`src/rtl/add_pkg.sv`:
```
// Shared definitions for the add block: buffer occupancy encoding and default width.
package add_pkg;

  localparam int DEFAULT_WIDTH = 32;

  typedef enum logic [1:0] {
    EMPTY = 2'd0,
    ONE   = 2'd1,
    TWO   = 2'd2
  } occ_t;

endpackage

```
`src/rtl/add_if.sv`:
```
// Operand/result ready-valid bundle. The master drives operands and out_ready; the slave is the adder.
interface add_if
  import add_pkg::*;
#(
  parameter int WIDTH = DEFAULT_WIDTH
) ();

  logic [WIDTH-1:0] in_a;
  logic [WIDTH-1:0] in_b;
  logic             in_cin;
  logic             in_valid;
  logic             in_ready;
  logic [WIDTH-1:0] out;
  logic             out_cout;
  logic             out_ovf;
  logic             out_valid;
  logic             out_ready;

  modport master (
    output in_a, in_b, in_cin, in_valid, out_ready,
    input  in_ready, out, out_cout, out_ovf, out_valid
  );

  modport slave (
    input  in_a, in_b, in_cin, in_valid, out_ready,
    output in_ready, out, out_cout, out_ovf, out_valid
  );

endinterface

```
`src/rtl/add_skid_buf.sv`:
```
// Ready/valid output buffer: one head entry plus an optional skid entry that catches the
// transfer already in flight when the consumer stalls.
module add_skid_buf
  import add_pkg::*;
#(
  parameter int DW   = 34,
  parameter int SKID = 1
) (
  input  logic          clk,
  input  logic          rst,
  input  logic [DW-1:0] in_data,
  input  logic          in_valid,
  output logic          in_ready,
  output logic [DW-1:0] out_data,
  output logic          out_valid,
  input  logic          out_ready
);

  occ_t          state_reg;
  occ_t          state_next;
  logic [DW-1:0] head_reg;
  logic [DW-1:0] skid_reg;
  logic          push;
  logic          pop;
  logic          load_head;
  logic          load_skid;
  logic          head_from_skid;

  assign out_valid = (state_reg != EMPTY);
  assign push      = in_valid && in_ready;
  assign pop       = out_valid && out_ready;

  always_ff @(posedge clk or negedge rst) begin
    if (!rst) begin
      state_reg <= EMPTY;
    end else begin
      state_reg <= state_next;
    end
  end

  always_comb begin
    state_next     = state_reg;
    load_head      = 1'b0;
    load_skid      = 1'b0;
    head_from_skid = 1'b0;
    case (state_reg)
      EMPTY: begin
        if (push) begin
          state_next = ONE;
          load_head  = 1'b1;
        end
      end
      ONE: begin
        if (push && pop) begin
          load_head = 1'b1;
        end else if (push) begin
          state_next = (SKID != 0) ? TWO : ONE;
          load_skid  = 1'b1;
        end else if (pop) begin
          state_next = EMPTY;
        end
      end
      TWO: begin
        // in_ready is low here, so only the drain path exists
        if (pop) begin
          state_next     = ONE;
          load_head      = 1'b1;
          head_from_skid = 1'b1;
        end
      end
      default: state_next = EMPTY;
    endcase
  end

  always_ff @(posedge clk or negedge rst) begin
    if (!rst) begin
      head_reg <= '0;
      skid_reg <= '0;
    end else begin
      if (load_head) begin
        head_reg <= head_from_skid ? skid_reg : in_data;
      end
      if (load_skid) begin
        skid_reg <= in_data;
      end
    end
  end

  generate
    if (SKID != 0) begin : g_reg_ready
      logic rdy_reg;

      // Low through reset; first edge afterwards raises it since next state cannot be TWO
      always_ff @(posedge clk or negedge rst) begin
        if (!rst) begin
          rdy_reg <= 1'b0;
        end else begin
          rdy_reg <= (state_next != TWO);
        end
      end
      assign in_ready = rdy_reg;
    end else begin : g_comb_ready
      logic live_reg;

      always_ff @(posedge clk or negedge rst) begin
        if (!rst) begin
          live_reg <= 1'b0;
        end else begin
          live_reg <= 1'b1;
        end
      end
      assign in_ready = live_reg && (!out_valid || out_ready);
    end
  endgenerate

  // Stale head contents never leak out while nothing is valid
  genvar gi;
  generate
    for (gi = 0; gi < DW; gi++) begin : g_mask
      assign out_data[gi] = head_reg[gi] & out_valid;
    end
  endgenerate

endmodule

```
`src/rtl/add.sv`:
```
// Registered adder: WIDTH-bit sum with unsigned carry-out and signed overflow, delivered
// through a ready/valid output buffer.
module add
  import add_pkg::*;
#(
  parameter int WIDTH = DEFAULT_WIDTH,
  parameter int SKID  = 1
) (
  input logic   clk,
  input logic   rst,
  add_if.slave  bus
);

  logic [WIDTH:0]   sum_full;
  logic             ovf;
  logic [WIDTH+1:0] res_in;
  logic [WIDTH+1:0] res_out;

  always_comb begin
    sum_full = {1'b0, bus.in_a} + {1'b0, bus.in_b} + (WIDTH+1)'(bus.in_cin);
    ovf      = (bus.in_a[WIDTH-1] == bus.in_b[WIDTH-1]) &&
               (sum_full[WIDTH-1] != bus.in_a[WIDTH-1]);
  end

  // Buffer word layout: {cout, ovf, sum}
  assign res_in = {sum_full[WIDTH], ovf, sum_full[WIDTH-1:0]};

  add_skid_buf #(
    .DW   (WIDTH + 2),
    .SKID (SKID)
  ) u_buf (
    .clk       (clk),
    .rst       (rst),
    .in_data   (res_in),
    .in_valid  (bus.in_valid),
    .in_ready  (bus.in_ready),
    .out_data  (res_out),
    .out_valid (bus.out_valid),
    .out_ready (bus.out_ready)
  );

  assign bus.out      = res_out[WIDTH-1:0];
  assign bus.out_ovf  = res_out[WIDTH];
  assign bus.out_cout = res_out[WIDTH+1];

endmodule

```
`src/flat_wrapper.sv`:
```
// flat-port wrapper written by rule: the top's interface ports become plain ports
module add_flat import add_pkg::*;
#(
  parameter int WIDTH = DEFAULT_WIDTH,
  parameter int SKID  = 1
)
  (clk, rst, bus_in_a, bus_in_b, bus_in_cin, bus_in_valid, bus_out_ready, bus_in_ready, bus_out, bus_out_cout, bus_out_ovf, bus_out_valid);
  add_if #(.WIDTH(WIDTH)) bus_i ();
  input logic clk;
  input logic rst;
  input wire logic [$bits(bus_i.in_a)-1:0] bus_in_a;
  input wire logic [$bits(bus_i.in_b)-1:0] bus_in_b;
  input wire logic [$bits(bus_i.in_cin)-1:0] bus_in_cin;
  input wire logic [$bits(bus_i.in_valid)-1:0] bus_in_valid;
  input wire logic [$bits(bus_i.out_ready)-1:0] bus_out_ready;
  output wire logic [$bits(bus_i.in_ready)-1:0] bus_in_ready;
  output wire logic [$bits(bus_i.out)-1:0] bus_out;
  output wire logic [$bits(bus_i.out_cout)-1:0] bus_out_cout;
  output wire logic [$bits(bus_i.out_ovf)-1:0] bus_out_ovf;
  output wire logic [$bits(bus_i.out_valid)-1:0] bus_out_valid;
  assign bus_i.in_a = bus_in_a;
  assign bus_i.in_b = bus_in_b;
  assign bus_i.in_cin = bus_in_cin;
  assign bus_i.in_valid = bus_in_valid;
  assign bus_i.out_ready = bus_out_ready;
  assign bus_in_ready = bus_i.in_ready;
  assign bus_out = bus_i.out;
  assign bus_out_cout = bus_i.out_cout;
  assign bus_out_ovf = bus_i.out_ovf;
  assign bus_out_valid = bus_i.out_valid;
  add #(.WIDTH(WIDTH), .SKID(SKID)) u_core (.clk(clk), .rst(rst), .bus(bus_i));
endmodule
```
`config.mk`:
```
export PLATFORM = sky130hd
export DESIGN_NAME = add_flat
export DESIGN_NICKNAME = d
export VERILOG_FILES = /design/src/rtl/add_pkg.sv /design/src/rtl/add_if.sv /design/src/rtl/add_skid_buf.sv /design/src/rtl/add.sv /design/src/flat_wrapper.sv
export SDC_FILE = /design/constraint.sdc
export NUM_CORES = 1
export LEC_CHECK = 0
export ABC_AREA = 1
export CORE_MARGIN = 5
export CORE_UTILIZATION = 35
export CTS_BUF_LIST = sky130_fd_sc_hd__clkbuf_4
export CTS_CLUSTER_SIZE = 16
export DETAILED_ROUTE_END_ITERATION = 6
export GPL_ROUTABILITY_DRIVEN = 0
export PLACE_DENSITY = 0.66
export SYNTH_ARGS = -nofsm -noshare
export SYNTH_HDL_FRONTEND = slang
export SYNTH_SLANG_ARGS = --single-unit
```
`constraint.sdc`:
```
create_clock -name clk -period 1.5 [get_ports clk]
set_input_delay 0.45 -clock clk [delete_from_list [all_inputs] [get_ports clk]]
set_output_delay 0.45 -clock clk [all_outputs]
set_load 0.01 [all_outputs]
```
# == Word-level counts from Yosys, hierarchy flattened ==
# Index checks and enable logic that the tools add are counted.
# op_classes
addsub,2
eq_ne,5
mux,14
n_bitwise,34
n_reduce_logical,6
# op_table
op,count
AND 1 bit,34
two-way mux 34 bit,1
adder 32 x 32 -> 33 bit,1
adder 33 x 1 -> 33 bit,1
two-way mux 2 bit,5
two-way mux 1 bit,6
one-hot mux 2 bit (3 select lines),1
logical AND 1 bit,4
one-hot mux 1 bit (3 select lines),1
== test 2 x 1 -> 1 bit (second input constant),1
== test 2 bit (second input constant),1
zero test 2 bit,1
inequality test 2 bit (second input constant),1
nonzero test 2 bit,1
== test 1 bit,1
inequality test 1 bit,1
# word_totals
regBits,71
inputBits,69
out_inout_bits,36
elab_cells,65

# == Logic depth before layout (Yosys ltp) ==
# Gate-level depths: netlist of the first run.
# logic_depth
word_depth,7
mapped_depth,14
mapped_depth_nobuf,14

# == Modules after synthesis ==
# Synthesis of the first run repeated with hierarchy kept, for this count alone.
# unflattened
cells_unflattened,918
hier_area_um2,5714.2
# by_module_without_submodules
module,n_inst,cells_each,area_each_um2,seq_area_each_um2
add_skid_buf,1,493,3522.1,1776.7
add,1,425,2192.1,0.0

# == Least setup slack after synthesis of the first run ==
# Ideal clock, no wire load.
# synth_path
path_kind,in2reg
from,input port bus_in_cin
to,register u_core.u_buf.skid_reg[22]
setup_time_ns,0.125
arrival_time_ns,2.161
required_time_ns,1.375
slack_ns,-0.786
cell_stages,14
n_path_buf,0
cell_sequence,fa_1 -> fa_1 -> nand3_1 -> nand2_2 -> nand3_1 -> nand2_1 -> nand2_1 -> nand2_2 -> nand2_1 -> nand2_1 -> nand2_1 -> nand2_1 -> nand2_1 -> o21ai_2
# synth_between
elab_chain_cells,1
# synth_lines
element,line_no,rtl
"start, declared",flat_wrapper.sv:13,input wire logic [$bits(bus_i.in_cin)-1:0] bus_in_cin;
adder 33 x 1 -> 33 bit,add.sv:20,"sum_full = {1'b0, bus.in_a} + {1'b0, bus.in_b} + (WIDTH+1)'(bus.in_cin);"
"end signal, assigned",add_skid_buf.sv:84,skid_reg <= in_data;
"end, declared",add_skid_buf.sv:22,logic [DW-1:0] skid_reg;
# Every way passes these cells.
# A chain may end at the register's enable or synchronous reset.

# == Final worst setup path of the first run ==
# layout_path
from,register u_core.u_buf.state_reg[0]
to,output port bus_out[13]
# layout_between
elab_chain_cells,2
# layout_lines
element,line_no,rtl
"start, declared",add_skid_buf.sv:19,occ_t state_reg;
"start signal, assigned",add_skid_buf.sv:37,state_reg <= state_next;
nonzero test 2 bit,add_skid_buf.sv:29,assign out_valid = (state_reg != EMPTY);
AND 1 bit,add_skid_buf.sv:120,assign out_data[gi] = head_reg[gi] & out_valid;
"end, declared",flat_wrapper.sv:17,output wire logic [$bits(bus_i.out)-1:0] bus_out;
# Every way passes these cells.

==> flow_metrics.py, run 1 <==
metrics = {
    "floorplanning": {
        "coreArea_um2": 15700,
        "io_pins": 105,
        "die_area_um2": 18400,
        "initial_core_util": 0.352,
        "chipHeight_um": 136,
        "die_w_um": 136,
        "rows": 46,
    },
    "clock_tree": {
        "htreeDepth": 3,
        "ctsHoldBuffers": 0,
        "cts_tree": "done",
        "clock_tree.root_cell": "clkbuf_4",
        "worstSkewPairLatency_ns": 0.44,
        "clockBufferDepth": 2,
        "cts_made_buffers": 9,
        "clk_pin_slew_worst_paths_ns": 0.13,
        "clock-sinks": 71,
    },
    "worst_hold_path": {
        "hold_path.class": "input pin to async pin",
    },
    "timing": {
        "hold_violations": 1,
        "setup_ws_ns": -0.464,
        "hold_ws_ns": -0.000623,
        "slew_violations": 0,
        "skew_ns": 0.0156,
        "tightestPinTransition_ns": 0.388,
        "period_minus_slack_ns": 1.96,
        "setup_violations": 101,
        "timing.fmax_mhz": 509,
        "rsz0062_at_grt": "yes",
        "slew_headroom": 0.739,
        "period_share": 1.31,
    },
    "synthesis": {
        "synth.distinct_cells": 34,
        "yosysWarnings": 0,
        "ys_seq_area_frac": 0.321,
        "synthArstFlopShare": 1.00,
        "synth_area_um2": 5530,
        "synthFlopType": "dfrtp_1",
        "syn_nets": 949,
        "synth_top_area_cell": "dfrtp_1",
        "ys_ff_latch": 71,
        "synth_edf_count": 0,
        "ys_top_cells_by_area": "dfrtp_1 (32%), nand2_1 (17%), inv_1 (8.4%)",
        "yosys-top-cells-count": "nand2_1 (255), inv_1 (123), nor2_1 (115), dfrtp_1 (71), o21ai_0 (49)",
        "yosysMostFrequentCell": "nand2_1",
        "synth_top_cell_area_share": 0.321,
        "synthCells": 847,
        "syn_area_per_cell_um2": 6.53,
    },
    "place": {
        "dpl-instance-area_um2": 7770,
        "port_buffers": 104,
        "dpl.hpwl_mm": 12.7,
    },
    "detailed_routing": {
        "routed_wl_mm": 19.6,
        "drc": 0,
        "first_iter_violations": 279,
        "wl_per_cell_um": 15.2,
        "vias": 6334,
        "dr.pass1.iters": 5,
        "ant_nets": 0,
        "avgViaCountPerCell": 4.91,
    },
    "worst_setup_path": {
        "worst-r2r-cell-count": 12,
        "worst_r2r_endpoint": "u_core.u_buf.head_reg[29]$_DFFE_PN0P_",
        "critPathBufInv": 3,
        "critPathKind": "flip-flop to output pin",
        "slowest_delay_ns": 0.44,
        "cp-start-kind": "flip-flop",
        "crit_chain": "nor2_4 > buf_8 > buf_12 > nor2_2 > buf_2",
        "crit_arrival_ns": 1.51,
        "worst_path_max_delay_cell": "dfrtp_1",
        "crit_family": "buffers and inverters",
        "r2r_slack_ns": -0.41,
        "cp-end-kind": "output pin",
        "r2r_start": "u_core.u_buf.state_reg[1]$_DFF_PN0_",
        "cp.required_ns": 1.05,
        "cp_max_fo": 5,
    },
    "finish": {
        "fin_nets": 1169,
        "design_area_um2": 9840,
        "area_delta_synth_final_pct": 77.9,
        "drive_gt1_frac": 0.481,
        "register_area_um2": 1780,
        "multiInputGateArea_um2": 4950,
        "nFillCells": 1286,
    },
    "global_route": {
        "grt_pass1_wl_mm": 30.2,
        "grt_overflow": 0,
        "grt_use_total": 0.205,
        "grt_start_max_net_pins": 72,
        "grt_pass1_vias": 6189,
        "antenna_found_initial": 1,
    },
    "job": {
        "maxCapViolations": 0,
    },
    "pwr": {
        "power_density_nw_per_um2": 1280,
        "power_mw": 12.6,
        "cellLeakagePower_nw": 4.81,
        "ir_drop_mv": 0.887,
    },
    "outcome": {
        "violations": "hold timing, setup timing",
        "status": "complete, but fails checks",
    },
}
worst max path at each step:
stage                                                        to  cells past startpoint  slack, ns                                 from
final                                               bus_out[13]                      5      -0.46  u_core.u_buf.state_reg[0]$_DFF_PN0_
after global placement    u_core.u_buf.head_reg[33]$_DFFE_PN0P_                     13      -1.16                          bus_in_a[0]
after CTS                                            bus_out[7]                      6      -0.54  u_core.u_buf.state_reg[1]$_DFF_PN0_
after detailed placement  u_core.u_buf.head_reg[33]$_DFFE_PN0P_                     13      -1.24                          bus_in_a[0]
after floorplan           u_core.u_buf.skid_reg[22]$_DFFE_PN0P_                     14      -0.63                          bus_in_a[0]
after global routing                                bus_out[17]                      5      -0.54  u_core.u_buf.state_reg[0]$_DFF_PN0_
cell families after synthesis:
| logic type | share of synthesized area |
|---|---|
| flops | 0.321 |
| simple gates | 0.329 |
| compound gates | 0.141 |
| fa+ha+maj | 0.0774 |
| buf+inv | 0.110 |
| xor+xnor | 0.0206 |
final cells by class:
class,instances,area share
clock inverters,7,0.0123
repair buffers,232,0.220
flip-flops and latches,71,0.181
multi-input cells,625,0.503
clock buffers,9,0.00687
inverters,127,0.0492
repair inverters,1,0.000763
diodes,1,0.000254
well taps,216,0.0275
layout by cell type, fill, tap and decap left out, types with 10 or more instances in the layout:
cell type        instances
o21ai_2                 23
nand3_1                 18
dfrtp_1                 71
nand2_4                 34
buf_4                   78
buf_6                   37
nor2_4                  25
nor2_2                  36
inv_1                  115
buf_2                   42
buf_12                  10
clkdlybuf4s15_1         14
nand2_2                 67
dlygate4sd2_1           29
o21ai_1                 36
nand2_1                160
nand3_2                 15
nand3_4                 10
inv_2                   11
a21oi_2                 20
nor2_1                  59
ha_4                    29
a21oi_4                 10
power breakdown:
part           switching (mW)  internal, mW  total (mW)
sequential              0.457          2.81        3.26
combinational            4.03          3.71        7.74
clock                   0.758         0.844        1.60
worst register-to-register path, stage by stage (launching register included):
cell	delay, ns
dfrtp_1	0.44
nor2_4	0.06
buf_8	0.15
clkbuf_16	0.17
buf_4	0.13
buf_6	0.11
o22ai_4	0.19
buf_6	0.18
buf_12	0.12
buf_16	0.12
nor2_2	0.04
nand2_1	0.06
nand2_1	0.05
layer usage:
layer | track usage | vias to the layer above | share of wire
met4 | 0.0605 | 0 | 0.022
met1 | 0.271 | 3007 | 0.44
met3 | 0.0249 | 37 | 0.046
met2 | 0.351 | 167 | 0.49
met5 | 0 | - | 0
li1 | - | 3123 | -
metrics by stage:
stage	setup slack (ns)	utilization	std cells	TNS [ns]	hold WS, ns
2_1_floorplan	-0.626	-	847	-20.78	0.154
3_3_place_gp	-1.16	0.494	1234	-73.67	0.459
3_5_place_dp	-1.24	0.494	1234	-77.20	0.462
4_1_cts	-0.541	0.584	1277	-29.67	0.00714
5_1_grt	-0.538	0.626	1289	-40.10	0.0212
6_report	-0.464	0.626	1289	-33.65	-0.000623
what timing repair did:
action | 4_1_cts | 5_1_grt
gates cloned | 8 | 2
buffers inserted | 22 | 18
resized for setup | 536 | 168
pin swaps | 124 | 70
setup endpoints to repair | 103 | 106
Note: power is estimated with default switching activity, not from simulation.
==> run 2, diff against run 1 <==
--- a/config.mk
+++ b/config.mk
@@ -11,8 +11,9 @@
 export CTS_BUF_LIST = sky130_fd_sc_hd__clkbuf_4
 export CTS_CLUSTER_SIZE = 16
 export DETAILED_ROUTE_END_ITERATION = 6
+export DONT_BUFFER_PORTS = 1
 export GPL_ROUTABILITY_DRIVEN = 0
-export PLACE_DENSITY = 0.66
+export PLACE_DENSITY = 0.58
 export SYNTH_ARGS = -nofsm -noshare
 export SYNTH_HDL_FRONTEND = slang
 export SYNTH_SLANG_ARGS = --single-unit
==> run 2 against run 1 <==
The run still ends with hold timing, setup timing left. Clock skew shrank 0.0032 ns. Critical path depth up 8. Routed wire length is 16% lower. Fmax up 6.7%. Sequential power shrank 2%. Sequential share of layout area increased by 4.8 points. Design area down 21%. Clock power decreased by 24%. Largest cell class unchanged.
==> flow_metrics.py, run 2 (synthesized netlist as in run 1, its figures left out) <==
metrics = {
    "outcome": {
        "status": "complete, but fails checks",
        "violations": "hold timing, setup timing",
    },
    "finish": {
        "mostFrequentLayoutCells": "nand2_1 (210), inv_1 (120), nor2_1 (95), buf_4 (88), dfrtp_1 (70)",
        "design_area_um2": 7790,
        "final_common_cell": "nand2_1",
        "fin_nets": 1046,
        "finish.utilization": 0.496,
        "drive_gt1_frac": 0.308,
        "area_delta_synth_final_pct": 41.0,
        "fin_cells": 1166,
    },
    "floorplanning": {
        "die_area_um2": 18400,
        "coreArea_um2": 15700,
        "rows": 46,
        "die_w_um": 136,
        "initial_core_util": 0.352,
        "chipHeight_um": 136,
        "io_pins": 105,
    },
    "timing": {
        "hold_violations": 71,
        "setup_ws_ns": -0.342,
        "tightestPinTransition_ns": 0.377,
        "hold_ws_ns": -0.279,
        "rsz0062_at_grt": "yes",
        "setup_violations": 99,
        "timing.fmax_mhz": 543,
        "slew_headroom": 0.746,
        "slew_violations": 0,
        "period_share": 1.23,
        "skew_ns": 0.0124,
        "period_minus_slack_ns": 1.84,
    },
    "pwr": {
        "p_switching_mw": 4.30,
        "ir_drop_mv": 0.600,
        "clkPwrFrac": 0.120,
        "power_mw": 10.1,
        "power_density_nw_per_um2": 1290,
        "p_int_mw": 5.78,
        "p_sw_frac": 0.427,
        "pwr-share-comb": 0.561,
        "cellLeakagePower_nw": 3.93,
        "seqPwrFrac": 0.319,
    },
    "detailed_routing": {
        "ant_nets": 0,
        "wl_per_cell_um": 14.2,
        "drc": 0,
        "first_iter_violations": 251,
        "vias": 5478,
        "dr.pass1.iters": 5,
        "routed_wl_mm": 16.6,
        "avgViaCountPerCell": 4.70,
    },
    "worst_setup_path": {
        "cp-end-kind": "flip-flop",
        "crit_family": "simple AND/OR/NAND/NOR gates",
        "cp_max_fo": 3,
        "slowest_delay_ns": 0.43,
        "r2r_start": "u_core.u_buf.state_reg[1]$_DFF_PN0_",
        "worst-r2r-cell-count": 11,
        "worst_r2r_endpoint": "u_core.u_buf.head_reg[9]$_DFFE_PN0P_",
        "cp-start-kind": "input pin",
        "cp.required_ns": 1.81,
        "critPathBufInv": 3,
        "r2r_slack_ns": -0.17,
        "crit_arrival_ns": 2.15,
        "cp.depth": 13,
        "critPathKind": "input pin to flip-flop",
        "crit_chain": "fa_2 > buf_4 > buf_6 > nand3_2 > nand2_2 > nand2_2 > nand2_4 > nand2_4 > nand2_8 > buf_12 > xnor2_4 > a21o_1 > o21ai_0",
        "worst_path_max_delay_cell": "fa_2",
    },
    "clock_tree": {
        "cts_tree": "done",
        "clock-sinks": 71,
        "clock_tree.root_cell": "clkbuf_4",
        "worstSkewPairLatency_ns": 0.41,
        "cts_made_buffers": 9,
        "clockBufferDepth": 2,
        "clk_pin_slew_worst_paths_ns": 0.12,
        "htreeDepth": 3,
    },
    "place": {
        "placed_cells": 1125,
        "dpl-instance-area_um2": 6710,
        "port_buffers": 0,
        "dpl.hpwl_mm": 12.8,
    },
    "worst_hold_path": {
        "hold_path.class": "input pin to async pin",
    },
    "global_route": {
        "grt_use_total": 0.177,
        "grt_pass1_vias": 5361,
        "antenna_found_initial": 1,
        "grt_start_max_net_pins": 72,
        "grt_overflow": 0,
        "grt_pass1_wl_mm": 26.3,
    },
    "job": {
        "maxCapViolations": 0,
    },
}
==> run 2: cell types whose count changed in the layout (fill, tap and decap cells not counted), sizes merged <==
cell / delta
buf: -67
bufinv: -2
clkbuf: +3
clkdlybuf4s15: -20
clkdlybuf4s50: -3
clkinv: +1
clkinvlp: -2
dlygate4sd2: -29
dlymetal6s2s: -4
==> run 2: worst register-to-register path, stage by stage, from the launching register on <==
cell and delay, ns:
dfrtp_1 0.44, buf_6 0.12, buf_6 0.10, inv_4 0.04
nor2_4 0.11, inv_2 0.06, nor2_4 0.13, inv_4 0.08
buf_4 0.16, o21ai_0 0.15, a21o_1 0.10, o21ai_0 0.07
==> run 2: repair_timing <==
| item | 4_1_cts | 5_1_grt |
|---|---|---|
| endpoints found under the setup margin | 91 | 101 |
| cloned | 0 | 3 |
| endpoints found under the hold margin | 71 | 71 |
| resized for setup | 78 | 101 |
| pin swaps | 29 | 36 |
| setup buffers | 5 | 16 |
==> run 2: metal layers <==
layer / track usage / vias up / share of wire
met5: 0 / - / 0
met2: 0.279 / 110 / 0.46
met3: 0.0193 / 16 / 0.036
met1: 0.258 / 2487 / 0.49
li1: - / 2865 / -
met4: 0.0454 / 0 / 0.014
==> run 2: final cells by class <==
type	instances	area [um^2]
fillers	1579	7920
clock inverters	4	46.3
flip-flops and latches	71	1780
multi-input cells	625	4100
diodes	1	2.50
clock buffers	12	90.1
inverters	127	489
well taps	216	270
repair inverters	1	7.51
repair buffers	109	1010
==> run 2: worst max-delay path by stage <==
stage | from | slack (ns) | endpoint
floorplan | bus_in_a[0] | -0.63 | u_core.u_buf.skid_reg[22]$_DFFE_PN0P_
global placement | bus_in_a[0] | -0.71 | u_core.u_buf.head_reg[33]$_DFFE_PN0P_
detailed placement | bus_in_a[0] | -0.77 | u_core.u_buf.head_reg[6]$_DFFE_PN0P_
CTS | u_core.u_buf.state_reg[1]$_DFF_PN0_ | -0.27 | bus_out[13]
global route | bus_in_a[0] | -0.41 | u_core.u_buf.skid_reg[30]$_DFFE_PN0P_
finish | bus_in_a[0] | -0.34 | u_core.u_buf.head_reg[15]$_DFFE_PN0P_
==> run 2: metrics by stage <==
stage	setup TNS (ns)	setup WS, ns
after floorplan	-20.78	-0.626
after global placement	-36.38	-0.707
after detailed placement	-38.35	-0.766
after CTS	-15.79	-0.271
after global routing	-30.40	-0.412
final	-22.95	-0.342
==> run 2: power groups by stage <==
stage          Clock (mW)  Combinational [mW]  Sequential, mW
2_1_floorplan           0                3.12            3.16
3_3_place_gp            0                4.48            3.23
3_5_place_dp            0                4.52            3.26
4_1_cts              1.25                4.87            3.20
5_1_grt              1.34                6.29            3.32
6_report             1.21                5.66            3.21
==> run 3, diff against run 2 <==
--- a/config.mk
+++ b/config.mk
@@ -5,8 +5,7 @@
 export SDC_FILE = /design/constraint.sdc
 export NUM_CORES = 1
 export LEC_CHECK = 0
-export ABC_AREA = 1
-export CORE_MARGIN = 5
+export CORE_MARGIN = 1
 export CORE_UTILIZATION = 35
 export CTS_BUF_LIST = sky130_fd_sc_hd__clkbuf_4
 export CTS_CLUSTER_SIZE = 16
==> run 3 against run 2 <==
The flow still finishes with violations (hold timing, setup timing). Sequential power up 6.9%. First-iteration DRC count rose by 13%. Fmax decreased by 25%. Synthesized area decreased by 9.7%. Utilization is 4.4 points higher. Highest routed layer unchanged.
==> flow_metrics.py, run 3 <==
metrics = {
    "worst_hold_path": {
        "hold_path.class": "input pin to async pin",
    },
    "finish": {
        "nFillCells": 1237,
        "design_area_um2": 7500,
        "area_delta_synth_final_pct": 50.3,
        "fin_nets": 845,
        "drive_gt1_frac": 0.432,
        "final_common_cell": "nand2_1",
        "mostFrequentLayoutCells": "nand2_1 (127), buf_4 (125), dfrtp_1 (69), nor2_1 (36), buf_6 (30)",
    },
    "clock_tree": {
        "cts_made_buffers": 9,
        "clockBufferDepth": 2,
        "clk_pin_slew_worst_paths_ns": 0.12,
        "clock-sinks": 71,
        "cts_tree": "done",
        "worstSkewPairLatency_ns": 0.43,
        "clock_tree.root_cell": "clkbuf_4",
        "htreeDepth": 3,
    },
    "synthesis": {
        "synthCells": 599,
        "ys_top_cells_by_area": "dfrtp_1 (36%), nand2_1 (10%), ha_1 (7.8%)",
        "yosysMostFrequentCell": "nand2_1",
        "ys_ff_latch": 71,
        "syn_nets": 701,
        "yosys-top-cells-count": "nand2_1 (135), dfrtp_1 (71), nor2_1 (45), a21oi_1 (42), nor2b_1 (39)",
        "synthFlopType": "dfrtp_1",
        "ys_seq_area_frac": 0.356,
        "synth.distinct_cells": 62,
        "synth_top_area_cell": "dfrtp_1",
        "synth_area_um2": 4990,
        "synthArstFlopShare": 1.00,
        "synth_edf_count": 0,
        "yosysWarnings": 0,
        "synth_top_cell_area_share": 0.356,
        "syn_area_per_cell_um2": 8.33,
    },
    "worst_setup_path": {
        "critPathBufInv": 0,
        "crit_arrival_ns": 2.78,
        "cp_max_fo": 3,
        "cp-start-kind": "input pin",
        "r2r_slack_ns": -0.25,
        "cp.required_ns": 1.82,
        "slowest_delay_ns": 0.42,
        "crit_path_frequent_cell": "fa_2",
        "cp.depth": 11,
        "crit_family": "adder cells",
        "r2r_start": "u_core.u_buf.state_reg[1]$_DFF_PN0_",
        "critPathKind": "input pin to flip-flop",
        "cp-end-kind": "flip-flop",
        "worst-r2r-cell-count": 8,
        "worst_path_max_delay_cell": "or4_1",
        "crit_chain": "fa_2 > fa_2 > a21o_4 > a31oi_4 > nor4_4 > o21bai_2 > a21boi_1 > or4_1 > nand2_2 > xnor2_2 > mux2_4",
        "worst_r2r_endpoint": "u_core.u_buf.head_reg[20]$_DFFE_PN0P_",
    },
    "timing": {
        "setup_violations": 98,
        "timing.fmax_mhz": 406,
        "period_share": 1.64,
        "skew_ns": 0.0153,
        "period_minus_slack_ns": 2.46,
        "slew_violations": 0,
        "tightestPinTransition_ns": 0.496,
        "rsz0062_at_grt": "yes",
        "hold_ws_ns": -0.291,
        "fin_setup_tns_ns": -51.70,
        "hold_violations": 71,
        "setup_ws_ns": -0.961,
        "slew_headroom": 0.661,
    },
    "outcome": {
        "status": "complete, but fails checks",
        "violations": "hold timing, setup timing",
    },
    "pwr": {
        "power_density_nw_per_um2": 1430,
        "ir_drop_mv": 0.488,
        "cellLeakagePower_nw": 3.52,
    },
    "detailed_routing": {
        "routed_wl_mm": 15.1,
        "first_iter_violations": 283,
        "dr.pass1.iters": 5,
        "vias": 4840,
        "avgViaCountPerCell": 5.22,
        "ant_nets": 0,
        "wl_per_cell_um": 16.3,
        "drc": 0,
    },
    "floorplanning": {
        "die_w_um": 121,
        "initial_core_util": 0.359,
        "rows": 43,
        "chipHeight_um": 121,
        "die_area_um2": 14700,
        "io_pins": 105,
        "coreArea_um2": 13900,
    },
    "place": {
        "dpl-instance-area_um2": 6240,
        "port_buffers": 0,
        "dpl.hpwl_mm": 10.4,
    },
    "global_route": {
        "grt_use_total": 0.203,
        "grt_pass1_wl_mm": 23.6,
        "grt_start_max_net_pins": 72,
        "antenna_found_initial": 1,
        "grt_overflow": 0,
        "grt_pass1_vias": 4724,
    },
    "job": {
        "maxCapViolations": 0,
    },
}
## run 3: changes by cell type after synthesis, moves of 9 or more
cell,previous run,this run
nand2_1,255,135
inv_1,123,6
nor2_1,115,45
nor2b_1,0,39
o21ai_0,49,20
nand3_1,42,15
a31oi_1,7,20
nand2_2,10,0
o21ai_1,13,3
xor2_1,1,11
a21o_1,6,15
## run 3: cell families after synthesis
kind of cell             after synthesis  share of synthesized area
XOR/XNOR                              28                     0.0491
AND/OR/NAND/NOR                      266                      0.242
multiplexers                           9                     0.0203
AO/OA/AOI/OAI                        151                      0.199
flip-flops                            71                      0.356
buffers and inverters                 41                     0.0471
adder cells (fa/ha/maj)               33                     0.0858
## run 3: area by class of cell
type                       count  area, um^2  area share
timing repair buffer         167        1540       0.206
clock buffer                   9        67.6     0.00901
tap                          180         225      0.0300
inverter                       6        27.5     0.00367
multi-input combinational    488        3830       0.510
antenna                        1        2.50    0.000334
sequential                    71        1780       0.237
clock inverter                 5        27.5     0.00367
## run 3: layer usage
layer  vias to the layer above  part of all wire  GRT usage
met2                       139              0.51      0.340
met4                         0             0.015     0.0540
met5                         -                 0          0
met1                      2313              0.43      0.266
li1                       2367                 -          -
met3                        21             0.045     0.0376
## run 3: worst max-delay path by stage
stage                 from                               endpoint
6_report       bus_in_a[0]  u_core.u_buf.skid_reg[24]$_DFFE_PN0P_
2_1_floorplan  bus_in_a[0]  u_core.u_buf.skid_reg[24]$_DFFE_PN0P_
3_5_place_dp   bus_in_a[0]  u_core.u_buf.head_reg[30]$_DFFE_PN0P_
5_1_grt        bus_in_a[0]  u_core.u_buf.skid_reg[24]$_DFFE_PN0P_
4_1_cts        bus_in_a[0]  u_core.u_buf.skid_reg[24]$_DFFE_PN0P_
3_3_place_gp   bus_in_a[0]  u_core.u_buf.head_reg[30]$_DFFE_PN0P_
## run 3: what timing repair did
| item | 4_1_cts | 5_1_grt |
|---|---|---|
| buffers inserted | 18 | 10 |
| setup endpoints to repair | 96 | 102 |
| gates resized for setup | 132 | 64 |
| gates cloned | 6 | 2 |
| endpoints found under the hold margin | 71 | 71 |
| pin swaps | 53 | 56 |
## run 3: through the flow
step / cells / utilization / setup WS, ns / power, mW / hold slack [ns]
after CTS: 920 / 0.514 / -0.937 / 10.2 / -0.315
final: 927 / 0.540 / -0.961 / 10.7 / -0.291
after detailed placement: 883 / 0.450 / -1.43 / 7.82 / 0.157
after global routing: 927 / 0.540 / -1.02 / 11.4 / -0.328
after global placement: 883 / 0.450 / -1.41 / 7.68 / 0.157
after floorplan: 599 / - / -1.32 / 6.13 / 0.154
## run 3: power breakdown
group	leakage [nW]	internal (mW)	switching, mW	total (mW)
Sequential	0.835	2.82	0.611	3.43
Combinational	2.63	3.38	2.91	6.29
Clock	0.0488	0.308	0.655	0.963
Total	3.52	6.51	4.17	10.7
## run 3: worst register-to-register path: cells and delay by family (launching register included)
kind	cells	cell delay [ns]
AOI/OAI and AO/OA	1	0.07
buffers and inverters	3	0.49
DFF	1	0.43
muxes	1	0.15
and+or+nand+nor	3	0.52
